File: src/rtl/wb_scheduler.sv
// Write-port scheduler: merges ALU results and multi-cycle 64-bit multiply results onto one register-file write port.
// Optional RAW scoreboard and hazard output are enabled by defining WB_SCOREBOARD_EN.
module wb_scheduler #(
    parameter int MUL_LAT = 4
) (
    input  logic        clk,
    input  logic        rst,
    input  logic        alu_valid,
    input  logic [4:0]  alu_da,
    input  logic [31:0] alu_data,
    output logic        alu_stall,
    input  logic        mul_start,
    input  logic [4:0]  mul_da,
    input  logic [31:0] mul_a,
    input  logic [31:0] mul_b,
    output logic        mul_busy,
    input  logic [4:0]  aa,
    input  logic [4:0]  ba,
    output logic        hazard,
    output logic        RW_1,
    output logic [1:0]  MD_1,
    output logic [4:0]  DA_1,
    output logic [63:0] D_DATA
);

    typedef enum logic [1:0] {
        ST_IDLE = 2'd0,
        ST_BUSY = 2'd1,
        ST_DONE = 2'd2
    } state_t;

    localparam logic [3:0] LAT_M1 = 4'(MUL_LAT - 1);

    state_t      state_r;
    state_t      state_s;
    logic [3:0]  cnt_r;
    logic [63:0] prod_r;
    logic [4:0]  mda_r;
    logic        issue_s;
    logic        wr_en_s;
    logic [1:0]  wr_md_s;
    logic [4:0]  wr_da_s;
    logic [63:0] wr_data_s;

    // Multiply state register, latency counter and latched operands
    always_ff @(posedge clk) begin
        if (rst) begin
            state_r <= ST_IDLE;
            cnt_r   <= 4'd0;
            prod_r  <= 64'd0;
            mda_r   <= 5'd0;
        end else begin
            state_r <= state_s;
            if (issue_s) begin
                prod_r <= {32'd0, mul_a} * {32'd0, mul_b};
                mda_r  <= mul_da;
                cnt_r  <= LAT_M1;
            end else if (state_r == ST_BUSY) begin
                cnt_r  <= cnt_r - 4'd1;
            end else begin
                cnt_r  <= cnt_r;
            end
        end
    end

    // Next-state logic; BUSY leaves when the decremented count reaches zero
    always_comb begin
        state_s = state_r;
        case (state_r)
            ST_IDLE: begin
                if (mul_start) begin
                    state_s = (MUL_LAT == 1) ? ST_DONE : ST_BUSY;
                end else begin
                    state_s = ST_IDLE;
                end
            end
            ST_BUSY: begin
                if (cnt_r <= 4'd1) begin
                    state_s = ST_DONE;
                end else begin
                    state_s = ST_BUSY;
                end
            end
            ST_DONE: state_s = ST_IDLE;
            default: state_s = ST_IDLE;
        endcase
    end

    // Status outputs and write-port selection (multiply wins in DONE)
    always_comb begin
        issue_s   = (state_r == ST_IDLE) & mul_start;
        mul_busy  = (state_r != ST_IDLE);
        alu_stall = alu_valid & (state_r == ST_DONE);
        wr_en_s   = 1'b0;
        wr_md_s   = 2'b00;
        wr_da_s   = DA_1;
        wr_data_s = D_DATA;
        if (state_r == ST_DONE) begin
            wr_en_s = 1'b1;
            wr_da_s = mda_r;
            // R31 pair would wrap onto R0, so only the low word is written
            if (mda_r == 5'd31) begin
                wr_md_s   = 2'b00;
                wr_data_s = {32'd0, prod_r[31:0]};
            end else begin
                wr_md_s   = 2'b11;
                wr_data_s = prod_r;
            end
        end else if (alu_valid) begin
            wr_en_s   = 1'b1;
            wr_da_s   = alu_da;
            wr_data_s = {32'd0, alu_data};
        end else begin
            wr_en_s   = 1'b0;
        end
    end

    // Registered write port
    always_ff @(posedge clk) begin
        if (rst) begin
            RW_1   <= 1'b0;
            MD_1   <= 2'b00;
            DA_1   <= 5'd0;
            D_DATA <= 64'd0;
        end else begin
            RW_1   <= wr_en_s;
            MD_1   <= wr_md_s;
            DA_1   <= wr_da_s;
            D_DATA <= wr_data_s;
        end
    end

`ifdef WB_SCOREBOARD_EN
    logic [31:0] sb_r;
    logic [31:0] set_s;
    logic [31:0] clr_s;
    logic [4:0]  set_hi_s;
    logic [4:0]  clr_hi_s;

    // Scoreboard set/clear masks; bit 0 is masked because R0 is never a real destination
    always_comb begin
        set_s    = 32'd0;
        clr_s    = 32'd0;
        set_hi_s = mul_da + 5'd1;
        clr_hi_s = mda_r + 5'd1;
        if (issue_s) begin
            set_s[mul_da] = 1'b1;
            if (mul_da != 5'd31) begin
                set_s[set_hi_s] = 1'b1;
            end else begin
                set_s[set_hi_s] = 1'b0;
            end
        end else begin
            set_s = 32'd0;
        end
        set_s[0] = 1'b0;
        if (state_r == ST_DONE) begin
            clr_s[mda_r]    = 1'b1;
            clr_s[clr_hi_s] = 1'b1;
        end else begin
            clr_s = 32'd0;
        end
    end

    // Busy-destination vector
    always_ff @(posedge clk) begin
        if (rst) begin
            sb_r <= 32'd0;
        end else begin
            sb_r <= (sb_r & ~clr_s) | set_s;
        end
    end

    assign hazard = sb_r[aa] | sb_r[ba];
`else
    assign hazard = &{1'b0, aa, ba};
`endif

endmodule

File: config.mk
export PLATFORM = sky130hd
export DESIGN_NAME = wb_scheduler
export DESIGN_NICKNAME = d
export VERILOG_FILES = /design/src/rtl/wb_scheduler.sv
export SDC_FILE = /design/constraint.sdc
export NUM_CORES = 2
export LEC_CHECK = 0
export ABC_CLOCK_PERIOD_IN_PS = 9160
export BUFFER_PORTS_ARGS = -buffer_cell sky130_fd_sc_hd__buf_2
export CAP_MARGIN = 10
export CORE_UTILIZATION = 65
export DETAILED_ROUTE_END_ITERATION = 6
export PLACE_DENSITY_LB_ADDON = 0.1
export SLEW_MARGIN = 20
export SYNTH_ARGS = -nofsm -noshare
export SYNTH_HDL_FRONTEND = slang
export SYNTH_SLANG_ARGS = --single-unit
File: constraint.sdc
create_clock -name clk -period 9.16 [get_ports clk]
set_input_delay 0.916 -clock clk [delete_from_list [all_inputs] [get_ports clk]]
set_output_delay 0.916 -clock clk [all_outputs]
set_load 0.1 [all_outputs]
# Word-level counts from Yosys, hierarchy flattened
# Cells that the tools add are included.
# op_classes
n_addsub	1
multipliers	1
order_cmp	1
n_eq_ne	3
mux	13
n_bitwise	3
n_reduce_logical	6
# ops
op	n
$mux W64	3
$mul A32 B32 Y64	1
$mux W5	2
$mux W2	4
$reduce_bool A2 Y1	3
$eq A5 B5 Y1 const B	1
$le A4 B1 Y1 const B	1
$pmux W2 S2	1
$reduce_or A2 Y1	2
$sub A4 B1 Y4 const B	1
$mux W1	3
$and A1 B1 Y1	2
$eq A2 B1 Y1 const B	1
$eq A2 B2 Y1 const B	1
$logic_not A2 Y1	1
$not A1 Y1	1
# totals
regBits	147
in_bits	120
wordCells	37

# Depth between registers and ports, before layout
# logic_depth
ltp_word	3
depth_mapped	28
depth_no_buf	26

# Worst setup path before layout
# Ideal clock, no wire load.
# synth_timing
path_kind	input -> register
startpoint	in mul_b[2]
endpoint	reg prod_r[60]
setup_time_ps	117
arrival_time_ps	7515
setup_slack_ps	1528
cell_stages	26
path_buffers	2
cell_sequence	clkbuf_1 -> and2_1 -> fa_1 -> inv_1 -> fa_1 -> fa_1 -> fa_1 -> inv_1 -> fa_1 -> inv_1 -> fa_1 -> inv_1 -> fa_1 -> fa_1 -> ha_1 -> buf_2 -> nand4_1 -> nor3_1 -> o21ai_0 -> nand3_2 -> a221oi_4 -> o31a_1 -> a311oi_1 -> a31oi_1 -> xnor2_1 -> a22o_1
# synth_between
elab_chain_len	1
# synth_lines
item	line	text
start, declared	15	input logic [31:0] mul_b,
$mul A32 B32 Y64	55	prod_r <= {32'd0, mul_a} * {32'd0, mul_b};
end signal, assigned	55	
end, declared	37	logic [63:0] prod_r;
# Every way passes these cells.
# A chain may end at the register's enable or synchronous reset.

# Worst setup path after layout
# layout_timing
startpoint	in mul_b[8]
endpoint	reg prod_r[43]
# Same word-level chain as after synthesis.

==> summary.md <==
| Metric | Value |
|---|---|
| Status | complete, no violations |
| Die area | 60100 µm² |
| Yosys top cell area share | 46.7% |
| Fin nets | 5469 |
| Hold-critical path depth | 2 |
| Synth Flop Type | dfxtp_1 |
| Worst reg2reg setup slack | roughly 7 ns |
| Arrival @ worst endpoint | slightly below 9 ns |
| Syn Nets | about 5500 |
| Global route overflow | 0 |
| R2R Path Start | state_r[0] |
| Post-CTS sizing | 0 |
| Final design utilization | a little over two thirds |
| CP delay by family, top | adder cells |
| Sink Count | ~150 |
| Reg clk slew, reported paths | approximately 0.06 ns |
| YS warnings | 0 |
| Max-cap viol count | 0 |
| Ranking of synthesized cells by area | fa_1, and2_1, ha_1 |
| Worst EP required | about 9.5 ns |
| Crit path top cell by count | fa_1 |
| Slew Limit Fails | 0 |
| Crit share post-route | between 90% and 100% |
| GPL Wtd Cong | between 0.9 and 1 |
| Detail Placement HPWL | 78300 µm |
| CTS tree | built |
| CP Cell Sequence | buf_2 > and2_1 > fa_1 > fa_1 > inv_1 > fa_1 > fa_1 > inv_1 > fa_1 > fa_1 > fa_1 > fa_1 > ha_1 > and3_1 > nand4_1 > and2_1 > a22o_1 > a2111oi_0 > nand2b_1 > a31oi_1 > xnor2_1 > nand2_1 > a21oi_1 |
| Hold Vio Cnt, Final | 0 |
| Via-per-instance ratio | ~5.7 |
| WHS Endpoint | prod_r[41] |
| EDFF count, synth | 0 |
| Min-Delay Path Class | flip-flop to flip-flop |
| Final setup fails | 0 |
| H-Tree Level Count | 4 |
| Vias in the first global route | between 30000 and 40000 |
| Register area | approximately 3000 µm² |
| Achievable frequency | about 120 MHz |
| First-pass GRT wire length | 162000 µm |
| Clk_lat worst skew | ~0.43 ns |
| Rows | a little under 90 |
| Routed len/inst | roughly 20 µm |
| Area delta synth->final | 5.09% |
| RSZ-0062 raised after global routing | false |
| Share of layout cells above drive strength 1 | about 7.0% |
| Chip width | around 250 µm |
| RR Endpoint | prod_r[54] |
| Fin cells | approximately 5000 |
| CP endpoint kind | flip-flop |
| Setup Skew | roughly 0.0069 ns |
| Yosys top cell by area | fa_1 |
| Placeable Area | around 58000 µm² |
| DRC violations left | 0 |
| Seq cells post-synth | around 150 |
| Ys async rst share | 0% |
| CP Max Fanout | 32 |
| Pin count of the biggest net entering global routing | 79 |
| Post-Syn Area | 38400 µm² |
| Seq/Total Area, Yosys | 7.61% |
| DR iter-0 viols | roughly 1600 |
| Placed cell count | between 4000 and 5000 |
| FILL cells | 4691 |
| Setup TNS | 0 ns |
| Final WL | about 100000 µm |
| GRT Overall Usage | around a third |
| Post-CTS setup buffer count | 0 |
| Peak per-stage delay on the critical path | between 0.6 and 0.7 ns |
| Initial Utilization | between 60% and 70% |
| Max clock buf depth | 2 |
| Mapped Cells | about 4200 |
| Slew HR | about a quarter |
| ANT nets after route | 0 |
| Worst Hold Launch | prod_r[41] |
| CP Class | primary input to flip-flop |
| Port Buffers | around 180 |
| TritonCTS Buffers | 17 |
| Syn avg cell area | around 9 µm² |
| Area of the multi-input gates | 31200 µm² |
| Slew @ Worst Pin | around 1.1 ns |
| Overall via count from detail_route | about 29000 |
| Hold buffers post-CTS | 0 |
| Clock root buffer | clkbuf_16 |
| Worst setup SP type | primary input |
| I/O pins | between 150 and 200 |
| Vert. Die Dim | around 250 µm |
| Initial antenna violation count | 2 |
| Worst path slowest cell | a2111oi_0 |
| Crit path buf inv count | 3 |
| Count of cell types in the netlist | 67 |
| R2R cell count | 4 |
| 1st-pass router iterations | 5 |
| Min Tclk post-route | roughly 8.4 ns |
==> kinds of logic after synthesis <==
| group | count (synthesis) | share of synthesized area (%) |
|---|---|---|
| other cells | 1 | 0.00976 |
| mux | 37 | 0.964 |
| flops | 146 | 7.61 |
| compound gates | 342 | 6.23 |
| simple gates | 1311 | 17.3 |
| fa+ha+maj | 1161 | 55.3 |
| buf+inv | 1136 | 11.2 |
| xor+xnor | 63 | 1.44 |
==> per-stage QoR <==
stage | area (µm²) | worst slack [ns] | hold WS (ns)
after floorplan | 38400 | 1.53 | 0.432
after global placement | 39700 | 0.460 | 0.440
after detailed placement | 39700 | 0.376 | 0.445
after CTS | 40400 | 0.776 | 0.452
after global routing | 40400 | 0.502 | 0.466
final | 40400 | 0.727 | 0.452
==> layout make-up <==
type	count	area share, %
multi-input combinational	2915	77.4
inverter	869	8.08
sequential	146	7.24
timing repair buffer	239	3.31
clock inverter	12	0.505
clock buffer	19	1.10
antenna	2	0.0124
tap	765	2.37
==> cells in the final DEF, fill, tap and decap left out, types with 33 or more instances in the layout <==
cell / Yosys / final
ha_1: 265 / 265
dfxtp_1: 146 / 146
a21oi_1: 110 / 110
mux2i_1: 37 / 37
inv_1: 869 / 869
buf_4: 2 / 56
buf_2: 11 / 183
a211oi_1: 46 / 46
nor2_1: 82 / 79
a22o_1: 56 / 56
a21o_1: 33 / 33
xnor2_1: 43 / 43
and2_1: 606 / 605
fa_1: 896 / 896
nand2_1: 541 / 541
==> per-layer routing <==
layer,wire [µm],up-vias,global-route usage [%],part of all wire [%]
li1,-,12400,-,-
met1,37900,14700,43.7,38
met2,50100,1100,60.1,50
met3,5780,312,3.73,5.8
met4,6080,0,18.5,6.1
met5,0,-,0,0
==> flip-flops by register name, summed over array words and instances (netlist names) <==
| signal | cells |
|---|---|
| state_r | 2 |
| D_DATA | 64 |
| DA_1 | 5 |
| cnt_r | 4 |
| MD_1 | 1 |
| mda_r | 5 |
| prod_r | 64 |
| RW_1 | 1 |
==> Yosys cell counts (all sizes together), types with 33 or more instances <==
| cell type | number |
|---|---|
| and2 | 606 |
| fa | 896 |
| a22o | 56 |
| a21o | 33 |
| dfxtp | 146 |
| mux2i | 37 |
| inv | 869 |
| a211oi | 46 |
| nand2 | 541 |
| o21ai | 41 |
| nor2 | 82 |
| clkbuf | 245 |
| xnor2 | 43 |
| a21oi | 112 |
| ha | 265 |
==> worst max-delay path by stage <==
stage                          from          to  slack (ns)  cells past startpoint
after CTS                 mul_a[13]  prod_r[60]        0.78                     25
after detailed placement  mul_a[13]  prod_r[60]        0.38                     25
final                      mul_b[8]  prod_r[43]        0.73                     23
after global placement    mul_a[13]  prod_r[60]        0.46                     25
after floorplan            mul_b[2]  prod_r[60]        1.53                     26
after global routing      mul_a[13]  prod_r[60]        0.50                     25
==> worst reg2reg max path, delay by kind of cell, from the launching register on <==
kind / cells / cell delay (ns)
and+or+nand+nor: 3 / 1.26
AOI/OAI and AO/OA: 1 / 0.42
DFF: 1 / 0.32
Power is not shown: default switching activity piles up to over one toggle a cycle in this logic, so the estimate is an artifact.
